### config.mk
export PLATFORM = sky130hd
export DESIGN_NAME = freelist
export DESIGN_NICKNAME = d
export VERILOG_FILES = /design/src/rtl/freelist.sv
export SDC_FILE = /design/constraint.sdc
export NUM_CORES = 1
export LEC_CHECK = 0
export CAP_MARGIN = 20
export CORE_ASPECT_RATIO = 1.75
export CORE_MARGIN = 1.5
export CORE_UTILIZATION = 29
export DETAILED_ROUTE_END_ITERATION = 7
export GPL_TIMING_DRIVEN = 0
export SLEW_MARGIN = 25
export SYNTH_ARGS = -nofsm -noshare
export SYNTH_HDL_FRONTEND = slang
export SYNTH_SLANG_ARGS = --single-unit
### constraint.sdc
create_clock -name clock -period 7.73 [get_ports clock]
set_clock_uncertainty 0.2 [all_clocks]
set_input_delay 0.773 -clock clock [delete_from_list [all_inputs] [get_ports clock]]
set_output_delay 0.773 -clock clock [all_outputs]
set_load 0.01 [all_outputs]
### src/rtl/freelist.sv
// Physical-register freelist: circular buffer of free pregs with dual allocate, dual release
// and a committed head pointer that flush rolls back to.
module freelist #(
    parameter int unsigned NUM_PREG = 64,
    parameter int unsigned NUM_LREG = 32,
    parameter int unsigned FL_SIZE  = NUM_PREG - NUM_LREG,
    localparam int unsigned FL_LOG  = $clog2(FL_SIZE),
    localparam int unsigned PW      = $clog2(NUM_PREG)
) (
    input  logic              clock,
    input  logic              reset_n,
    input  logic              alloc0_req,
    input  logic              alloc1_req,
    output logic [PW-1:0]     alloc0_preg,
    output logic [PW-1:0]     alloc1_preg,
    output logic              alloc_ready,
    input  logic              commit0_valid,
    input  logic              commit1_valid,
    input  logic              commit0_need_to_wb,
    input  logic              commit1_need_to_wb,
    input  logic [PW-1:0]     commit0_old_prd,
    input  logic [PW-1:0]     commit1_old_prd,
    input  logic              flush_valid,
    output logic [FL_LOG:0]   free_count,
    output logic              overflow_err
);

    // Pointers carry the wrap flag in the MSB so plain subtraction yields the occupancy.
    logic [PW-1:0]   entry_q [FL_SIZE];
    logic [FL_LOG:0] head_q, head_d;
    logic [FL_LOG:0] tail_q, tail_d;
    logic [FL_LOG:0] arch_head_q, arch_head_d;
    logic            overflow_q;

    logic [FL_LOG-1:0] head_idx, head_p1_idx, tail_idx, wr0_idx, wr1_idx;
    logic              fire0, fire1, rel0, rel1, acc0, acc1;
    logic [1:0]        n_alloc, n_rel, n_acc;
    logic [FL_LOG+1:0] room;

    always_comb begin
        free_count  = tail_q - head_q;
        alloc_ready = (free_count >= (FL_LOG+1)'(2));

        head_idx    = head_q[FL_LOG-1:0];
        head_p1_idx = head_idx + 1'b1;
        tail_idx    = tail_q[FL_LOG-1:0];

        alloc0_preg = entry_q[head_idx];
        alloc1_preg = alloc0_req ? entry_q[head_p1_idx] : entry_q[head_idx];

        fire0   = alloc0_req & alloc_ready & ~flush_valid;
        fire1   = alloc1_req & alloc_ready & ~flush_valid;
        n_alloc = {1'b0, fire0} + {1'b0, fire1};

        // Commit is in-order: a younger release without the older commit is dropped.
        rel0  = commit0_valid & commit0_need_to_wb;
        rel1  = commit1_valid & commit0_valid & commit1_need_to_wb;
        n_rel = {1'b0, rel0} + {1'b0, rel1};

        // Slots vacated by this cycle's allocations count as room for this cycle's releases.
        room = (FL_LOG+2)'(FL_SIZE) - (FL_LOG+2)'(free_count) + (FL_LOG+2)'(n_alloc);
        acc0 = rel0 & (room >= (FL_LOG+2)'(1));
        acc1 = rel1 & (room >= (acc0 ? (FL_LOG+2)'(2) : (FL_LOG+2)'(1)));
        n_acc = {1'b0, acc0} + {1'b0, acc1};

        wr0_idx = tail_idx;
        wr1_idx = acc0 ? tail_idx + 1'b1 : tail_idx;

        arch_head_d = arch_head_q + (FL_LOG+1)'(n_rel);
        head_d      = flush_valid ? arch_head_d : head_q + (FL_LOG+1)'(n_alloc);
        tail_d      = tail_q + (FL_LOG+1)'(n_acc);

        overflow_err = overflow_q;
    end

    always_ff @(posedge clock or negedge reset_n) begin
        if (!reset_n) begin
            for (int unsigned i = 0; i < FL_SIZE; i++) begin
                entry_q[i] <= PW'(NUM_LREG + i);
            end
            head_q      <= '0;
            tail_q      <= (FL_LOG+1)'(FL_SIZE);
            arch_head_q <= '0;
            overflow_q  <= 1'b0;
        end else begin
            if (acc0) entry_q[wr0_idx] <= commit0_old_prd;
            if (acc1) entry_q[wr1_idx] <= commit1_old_prd;
            head_q      <= head_d;
            tail_q      <= tail_d;
            arch_head_q <= arch_head_d;
            if ((rel0 & ~acc0) | (rel1 & ~acc1)) overflow_q <= 1'b1;
        end
    end

endmodule

* Word level (Yosys, flattened, before mapping)
Index checks and enable logic that the tools add are counted.
** Word-level totals
- Flip-flop bits (word level) :: 211
- Word-level logic and storage cells :: 95
- Output and inout port bits :: 20
- Input port bits :: 21
** Cells by class
- $add $sub $neg :: 11
- Multiplexer cells :: 18
- Bitwise gates (word level) :: 19
- Order comparisons :: 9
- Reductions and logical operators :: 2
** Operators by type and width (count)
- 192-bit bitwise mux :: 2
- 192-bit 2-to-1 mux :: 2
- 6-bit binary-select mux with 5-bit select :: 2
- 6-bit demux with 5-bit select :: 2
- 6-bit 2-to-1 mux :: 8
- 6-bit >= comparator, second input constant :: 4
- 5-bit NOT with 6-bit output :: 4
- 6-bit by 2-bit adder with 6-bit output :: 3
- 6-bit by 1-bit less-than comparator with 1-bit output, second input constant :: 2
- 1-bit AND :: 11
- 5-bit by 1-bit adder with 5-bit output, second input constant :: 2
- 7-bit by 2-bit adder with 7-bit output :: 1
- 7-bit by 1-bit >= comparator with 1-bit output, second input constant :: 1
- 7-bit by 2-bit >= comparator with 1-bit output :: 1
- 6-bit by 6-bit subtractor with 7-bit output, first input constant :: 1
- 1-bit by 1-bit adder with 2-bit output :: 3
- 6-bit by 2-bit >= comparator with 1-bit output, second input constant :: 1
- 6-bit subtractor :: 1
- 5-bit 2-to-1 mux :: 1
- 1-bit NOT :: 3
- 1-bit logical AND :: 2
- 2-bit 2-to-1 mux :: 1
- 1-bit bitwise OR :: 1

* Longest topological paths before layout
Gate-level depths: netlist of the first run.
- Word-level depth :: 16
- Gate-level depth with buffers :: 30
- Depth with buffers taken out :: 28

* Worst setup path after synthesis of the first run
OpenSTA, ideal clock, no wires.
- Path kind :: register to register
- From :: reg head_q[1]
- To :: reg entry_q[150] (netlist name)
- Library setup time :: 125 ps
- Cell stages (with the launch flop) :: 29
- Data required time :: 7405 ps
- Clock period less this slack :: 6837 ps
- Path slack :: 893 ps
- Buffers on the path :: 4
- Arrival :: 6512 ps
- Path through :: dfrtp_1 -> clkbuf_1 -> clkbuf_1 -> buf_1 -> inv_1 -> fa_1 -> a21o_1 -> a21oi_1 -> xnor2_1 -> nor4_1 -> a21oi_1 -> and2_1 -> ha_1 -> inv_1 -> ha_1 -> inv_1 -> fa_1 -> nand2b_1 -> a21oi_1 -> a41oi_2 -> o21ai_2 -> buf_2 -> ha_1 -> nand2b_1 -> a21oi_1 -> a21oi_2 -> nand2_1 -> nor3_2 -> mux2_2
** Between the ends
- Cells in the longest elaborated chain, start to end :: 16
- Elaborated cells between the ends (all ways) :: 24
- Classes of those cells :: add/sub: 4; order compare: 5; mux: 7; bitwise: 7; reduce/logical: 1
** RTL lines
- from (decl) :: line 30 : logic [FL_LOG:0] head_q, head_d;
- from (signal assigned) :: line 81 : head_q <= '0;
- from (signal assigned) :: line 88 : head_q <= head_d;
- 6-bit subtractor * :: line 41 : free_count = tail_q - head_q;
- net free_count[4] :: line 24 : output logic [FL_LOG:0] free_count,
- 6-bit by 2-bit >= comparator with 1-bit output :: line 42 : alloc_ready = (free_count >= (FL_LOG+1)'(2));
- 1-bit AND (on tied branches) (2 in a row) :: line 51, 52
- 1-bit by 1-bit adder with 2-bit output :: line 53 : n_alloc = {1'b0, fire0} + {1'b0, fire1};
- 7-bit by 2-bit adder with 7-bit output * :: line 61 : room = (FL_LOG+2)'(FL_SIZE) - (FL_LOG+2)'(free_count) + (FL_LOG+2)'(n_alloc);
- 7-bit by 1-bit >= comparator with 1-bit output :: line 62 : acc0 = rel0 & (room >= (FL_LOG+2)'(1));
- 1-bit AND :: line 62
- 5-bit 2-to-1 mux :: line 67 : wr1_idx = acc0 ? tail_idx + 1'b1 : tail_idx;
- 5-bit NOT with 6-bit output (not written as such) :: line 87 : if (acc1) entry_q[wr1_idx] <= commit1_old_prd;
- 6-bit >= comparator (not written as such) / 6-bit by 1-bit less-than comparator with 1-bit output (equally long branches) :: line 87
- 1-bit logical AND (not written as such) :: line 87
- 6-bit 2-to-1 mux (not written as such) :: line 87
- 6-bit demux with 5-bit select :: line 87
- 192-bit bitwise mux :: line 87
- 192-bit 2-to-1 mux * :: line 87
- to (signal, indexed assignment) :: line 79 : entry_q[i] <= PW'(NUM_LREG + i);
- to (signal, indexed assignment) :: line 86 : if (acc0) entry_q[wr0_idx] <= commit0_old_prd;
- to (signal, indexed assignment) :: line 87
- to (decl) :: line 29 : logic [PW-1:0] entry_q [FL_SIZE];
Mark *: on every way through the listed nets, which the timed path passes. The rest lies on a longest branch.
A chain may end at the register's enable or synchronous reset.

* Final worst setup path of the first run
- From :: reg head_q[1]
- To :: reg entry_q[57] (netlist name)
** Between the ends
- Cells in the longest elaborated chain, start to end :: 16
- Elaborated cells between the ends (all ways) :: 24
- Classes of those cells :: add/sub: 4; order compare: 5; mux: 7; bitwise: 7; reduce/logical: 1
** RTL lines (line)
- 6-bit subtractor * :: 41
- 6-bit by 2-bit >= comparator with 1-bit output :: 42
- 1-bit AND (on tied branches) (2 in a row) :: 51, 52
- 1-bit by 1-bit adder with 2-bit output :: 53
- 7-bit by 2-bit adder with 7-bit output * :: 61
- 7-bit by 1-bit >= comparator with 1-bit output :: 62
- 1-bit AND :: 62
- 5-bit 2-to-1 mux :: 67
- 5-bit NOT with 6-bit output (not written as such) :: 87
- 6-bit >= comparator (not written as such) / 6-bit by 1-bit less-than comparator with 1-bit output (equally long branches) :: 87
- 1-bit logical AND (not written as such) :: 87
- 6-bit 2-to-1 mux (not written as such) :: 87
- 6-bit demux with 5-bit select :: 87
- 192-bit bitwise mux :: 87
- 192-bit 2-to-1 mux * :: 87
Every way passes the cells marked *; elsewhere a longest branch is shown, timed or not.

==> run metrics, run 1 <==
outcome completed; port bufs 40; WL/cell roughly 29 um; initial antenna violation count 0; Crit. End Element flip-flop; core area 0.0497 sq mm; Max IR drop VDD 0.227 mV; number of synthesis warnings 0; Synth cell types 53; CP startpoint kind flip-flop; Synth area leaders dfstp_2 20%, mux4_2 18%, mux2_2 18%, dfrtp_1 17%, mux2_1 12%; synthesized instance count 1,071; sequential share of power about 28%; slew margin rel. 24.3%; number of buffers created by CTS 21; vias in the first global route 10,700; pwr dens 445 mW/mm^2; Area Growth Syn to Fin 16.3%; Worst-Margin Slew 1130 ps; row cnt approximately 110; Post-Syn Nets roughly 1,100; Mean Syn Cell Area 13.7 sq um; PnR Total Power 7590 uW; Clk network pwr share between 10% and 20%; chip width 173 um; DRC errors left 0; fin crit share 96.1%; mapped cell area between 0.01 and 0.015 sq mm; first-pass GRT wire length between 70,000 and 80,000 um; antenna cells 0; Clock Sinks 211; Antenna Violating Nets Remaining 0; full die area between 0.05 and 0.06 sq mm; Skew-Pair Late Insertion Delay 530 ps; crit path max fanout 10; RSZ-0062 raised after global routing false; largest net degree at the start of global routing 91; Root Driver clkbuf_16; gr ovfl total 0; critical path class reg2reg; share of cells above drive strength 1 50.0%; share of the synthesized area in the top cell type roughly a fifth; clock buffer depth 3; CP required 7940 ps; Util after Layout about a third; number of nets in the layout around 1,200; Max Freq 135 MHz; hold slack between 200 and 300 ps; Top-Level Pins 41; max-cap viol count 0; final setup margin 301 ps; Via Count around 10,000; Total GRT Usage 20.4%; Detailed Route Iter0 Violations 656; Post-DP HPWL 40,100 um; slowest stage delay, CP a little under 900 ps; flops & latches, synth 211; First-pass DRT Iterations 5; CTS tree built; crit path DAT 7640 ps; commonest non-fill, non-tap cell in the layout mux2_2; Top FF cell, synth dfstp_2; Starting Density 29.5%; Async SR Flop Fraction 100%; Die H between 300 and 400 um; worst slack at placement -1370 ps; drt total wl roughly 53,000 um; GP Congestion 0.964; critical path's slowest cell nor2_1; Final Max Tran Viols 0; register area share after synthesis 37.0%; final setup violation count 0; area leader, netlist dfstp_2; Leakage between 0.006 and 0.007 uW; Tmin final 7430 ps; Post-synth EDFFs 0; via/cell ratio 5.56; clock transition at the registers of the reported paths 70 ps; switch share 40.3%; Cell Int Power approximately 4500 uW; P_sw 3060 uW; most frequent cells in the layout 234 x mux2_2, 151 x mux2_1, 120 x mux4_2; min-delay worst type reg2reg; final hold vios 0; Comb pwr share 56.9%; H-Tree Depth 1
==> synthesized netlist by cell type, types with 14 or more instances <==
| master | number |
|---|---|
| nor2_1 | 19 |
| mux2_1 | 151 |
| ha_1 | 20 |
| mux4_2 | 120 |
| buf_1 | 18 |
| nand2_1 | 61 |
| dfrtp_1 | 98 |
| clkbuf_1 | 57 |
| mux2_2 | 234 |
| a21oi_1 | 14 |
| dfstp_2 | 113 |
| inv_1 | 18 |
==> per-layer routing <==
metal  global-route usage (%)  up-vias  share of wire, %
met1                     20.2     5337                33
met4                     18.0        0                10
met2                     37.5      389                52
met5                        0        -                 0
li1                         -     4228                 -
met3                     2.40      189               4.1
==> flip-flops by register name, summed over array words and instances (netlist names) <==
name / count
entry_q: 192
tail_q: 6
head_q: 6
overflow_err: 1
arch_head_q: 6
==> stage by stage <==
step	cells	cell area [sq um]	setup TNS [ps]
detailed placement	1773	16000	-204930
CTS	1812	16800	0
global route	1825	17100	0
global placement	1771	15900	-613450
finish	1825	17100	0
floorplan	1071	14700	0
==> area by class of cell <==
class / count / area (sq um)
Buffer: 80 / 327
Inverter: 20 / 75.1
Multi-Input combinational cell: 760 / 9000
Fill cell: 4929 / 32700
Tap cell: 660 / 826
Timing Repair Buffer: 57 / 676
Clock buffer: 30 / 619
Sequential cell: 211 / 5420
Clock inverter: 7 / 113
==> power groups by stage <==
stage | logic [uW] | clock network (uW) | registers (uW)
6_report | 4320 | 1130 | 2140
5_1_grt | 4560 | 1180 | 2190
4_1_cts | 4270 | 1150 | 2120
3_5_place_dp | 4200 | 0 | 2140
3_3_place_gp | 4140 | 0 | 2100
2_1_floorplan | 2900 | 0 | 1970
==> final timing paths <==
path | slack (ps) | from | cells past startpoint | endpoint
max reg2reg | 300 | head_q[1] | 25 | entry_q[57]
max | 300 | head_q[1] | 25 | entry_q[57]
min reg2reg | 260 | overflow_err | 1 | overflow_err
max in group asynchronous | 5500 | reset_n | 4 | entry_q[135]
min | 260 | overflow_err | 1 | overflow_err
min in group asynchronous | 520 | reset_n | 2 | entry_q[92]
==> worst max-delay path: cells and delay by family (launching register included) <==
kind	cells	cell delay [ps]
buffers and inverters	7	1400
AND/OR/NAND/NOR	5	2030
AO/OA/AOI/OAI	6	960
adder cells (fa/ha/maj)	4	1410
flip-flops	1	410
multiplexers	2	710
XOR/XNOR	1	200
==> what timing repair did <==
item | 4_1_cts | 5_1_grt
pin swaps | 6 | 12
resized for setup | 25 | 8
hold buffers | 1 | 0
setup endpoints to repair | 198 | 197
endpoints found under the hold margin | 18 | 0
buffers inserted | 1 | 13
==> cells by family after synthesis <==
| kind of cell | after synthesis | share of synthesized area (%) |
|---|---|---|
| adders and majority gates | 24 | 2.25 |
| buffers and inverters | 100 | 2.62 |
| xor gates and xnor gates | 24 | 1.61 |
| muxes | 513 | 48.5 |
| AOI/OAI and AO/OA | 39 | 1.79 |
| DFF | 211 | 37.0 |
| and+or+nand+nor | 160 | 6.25 |
Power figures use the tool's default switching activity.
==> run 2, diff against run 1 <==
CORE_ASPECT_RATIO = 0.6   (was 1.75)
==> run 2 against run 1 <==
Effect of this change: the run now ends with negative hold slack left; utilization increased by 0.054 points; maximum frequency decreased by 0.61%; worst hold slack got worse by 280 ps; wire length increased by 3.3%; global-route usage increased by 0.60 points; non-clock buffer count unchanged; first-iteration DRC count increased by 79%; sequential share of layout area about the same; sequential power increased by 3%; register-to-register slack got worse by 50 ps; via count increased by 3.8%.
==> run metrics, run 2 (synthesized netlist as in run 1, its figures left out) <==
Skew-Pair Late Insertion Delay 530 ps (about the same); slowest stage delay, CP 910 ps (+40 ps); full die area 0.0520 sq mm (about the same); Die H 177 um (-41%); max-cap viol count 0 (unchanged); via/cell ratio 5.78 (+4.0%); slew margin rel. 20.2% (-4.1 points); clock buffer depth 3 (unchanged); initial antenna violation count 1 (+1); H-Tree Depth 1 (unchanged); max FFs per register 192 (unchanged); Tmin final 7470 ps (+45.7 ps); Post-DP HPWL 40,300 um (+0.42%); Final Max Tran Viols 0 (unchanged); hold slack -18.8 ps (-280 ps); critical path class reg2reg; share of cells above drive strength 1 50.3% (+0.39 points); port bufs 40 (unchanged); CTS tree built; Util after Layout 34.4% (+0.054 points); first-pass GRT wire length 76,900 um (+0.61%); gr ovfl total 0 (unchanged); critical path's slowest cell nor2_1; Clock Sinks 211 (unchanged); min-delay worst type in2async; Detailed Route Iter0 Violations 1,174 (+79%); Biggest register entry_q; Starting Density 29.5% (+0.040 points); Via Count 10,500 (+3.8%); number of nets in the layout 1,197 (+0.084%); drt total wl 54,300 um (+3.3%); Top-Level Pins 41 (unchanged); DRC errors left 0 (unchanged); Total GRT Usage 21.0% (+0.60 points); First-pass DRT Iterations 5 (unchanged); crit path max fanout 10 (unchanged); number of buffers created by CTS 22 (+4.8%); outcome finished, violations left; Root Driver clkbuf_16; commonest non-fill, non-tap cell in the layout mux2_2; row cnt 63 (-42%); crit path buf inv count 7 (unchanged); core area 0.0497 sq mm (-0.14%); final hold vios 3 (+3); GP Congestion 1.05 (+8.6%); Area Growth Syn to Fin 16.3% (about the same); Worst-Margin Slew 1190 ps (+61.4 ps); Max Freq 134 MHz (-0.61%); Crit. End Element flip-flop; crit path DAT 7690 ps (+50 ps); pwr dens 453 mW/mm^2 (+1.8%); clock transition at the registers of the reported paths 70 ps (about the same); CP startpoint kind flip-flop; most frequent cells in the layout 234 x mux2_2, 151 x mux2_1, 120 x mux4_2; Leakage 0.00701 uW (+0.25%); CP required 7940 ps (about the same); Antenna Violating Nets Remaining 0 (unchanged); largest net degree at the start of global routing 91 (unchanged); post-route setup TNS 0 ps (unchanged); Top delay family on crit path simple AND/OR/NAND/NOR gates; WL/cell 29.8 um (+3.5%); failing checks negative hold slack; final setup violation count 0 (unchanged); fin crit share 96.7% (+0.59 points); chip width 293 um (+70%); Max IR drop VDD 0.211 mV (-7.1%); vias in the first global route 10,300 (-4.3%)
[run 2: cell count changes in the layout (fill, tap and decap cells not counted), moves of 3 or more]
cell and delta:
buf_1 -3, buf_12 -3, buf_2 -3, clkbuf_2 +7
clkbuf_8 -4, diode_2 +3
[run 2: stage by stage]
step	power, uW	instance area (sq um)	hold slack (ps)	worst slack, ps	std cells
4_1_cts	7550	16900	35.5	-10.6	1810
2_1_floorplan	4860	14700	244	893	1071
3_3_place_gp	6250	15900	253	-3630	1761
6_report	7730	17100	-18.8	255	1821
3_5_place_dp	6360	15900	255	-1510	1763
5_1_grt	8060	17100	39.6	-0.562	1818
[run 2: power breakdown]
part / total, uW / switching (uW) / internal [uW]
registers: 2210 / 470 / 1740
logic: 4390 / 2250 / 2140
clock network: 1120 / 491 / 633
total: 7730 / 3210 / 4520
[run 2: worst paths after layout]
kind / start / endpoint / slack (ps) / depth (start not counted)
setup / recovery: head_q[1] / entry_q[18] / 260 / 25
hold / removal: reset_n / overflow_err / -20 / 1
setup reg to reg: head_q[1] / entry_q[18] / 260 / 25
hold reg to reg: overflow_err / overflow_err / 260 / 1
max in group asynchronous: reset_n / entry_q[34] / 6070 / 3
min in group clock: overflow_err / overflow_err / 260 / 1
[run 2: final cells by class]
| type | count | area [sq um] |
|---|---|---|
| clock inverters | 10 | 105 |
| well taps | 650 | 813 |
| clock buffers | 30 | 622 |
| inverters | 20 | 78.8 |
| diodes | 3 | 7.51 |
| repair buffers | 57 | 636 |
| plain buffers | 80 | 335 |
| multi-input cells | 760 | 9040 |
| flip-flops and latches | 211 | 5420 |
| fillers | 4814 | 32600 |
[run 2: per-layer routing]
metal	vias to the layer above	wire, um	GRT usage (%)
met5	-	219	1.59
met1	5565	24400	30.8
met4	4	855	3.35
met2	624	20000	26.0
met3	75	8830	12.1
li1	4259	-	-
[run 2: timing repair]
item,CTS,global route
setup buffers,7,8
pin swaps,8,6
resized for setup,24,15
endpoints found under the setup margin,198,197
hold buffers,0,0
[run 2: worst reg2reg max path, delay by kind of cell, from the launching register on]
kind,cells,cell delay [ps]
AOI/OAI and AO/OA,6,1000
xor gates and xnor gates,1,200
adders and majority gates,4,1380
buffers and inverters,7,1300
DFF,1,460
muxes,2,710
and+or+nand+nor,5,2090
==> run 3, diff against run 2 <==
CAP_MARGIN = 10   (was 20)
==> results of run 3 <==
Same layout as run 2: the final DEF is identical, and so are final timing and power.
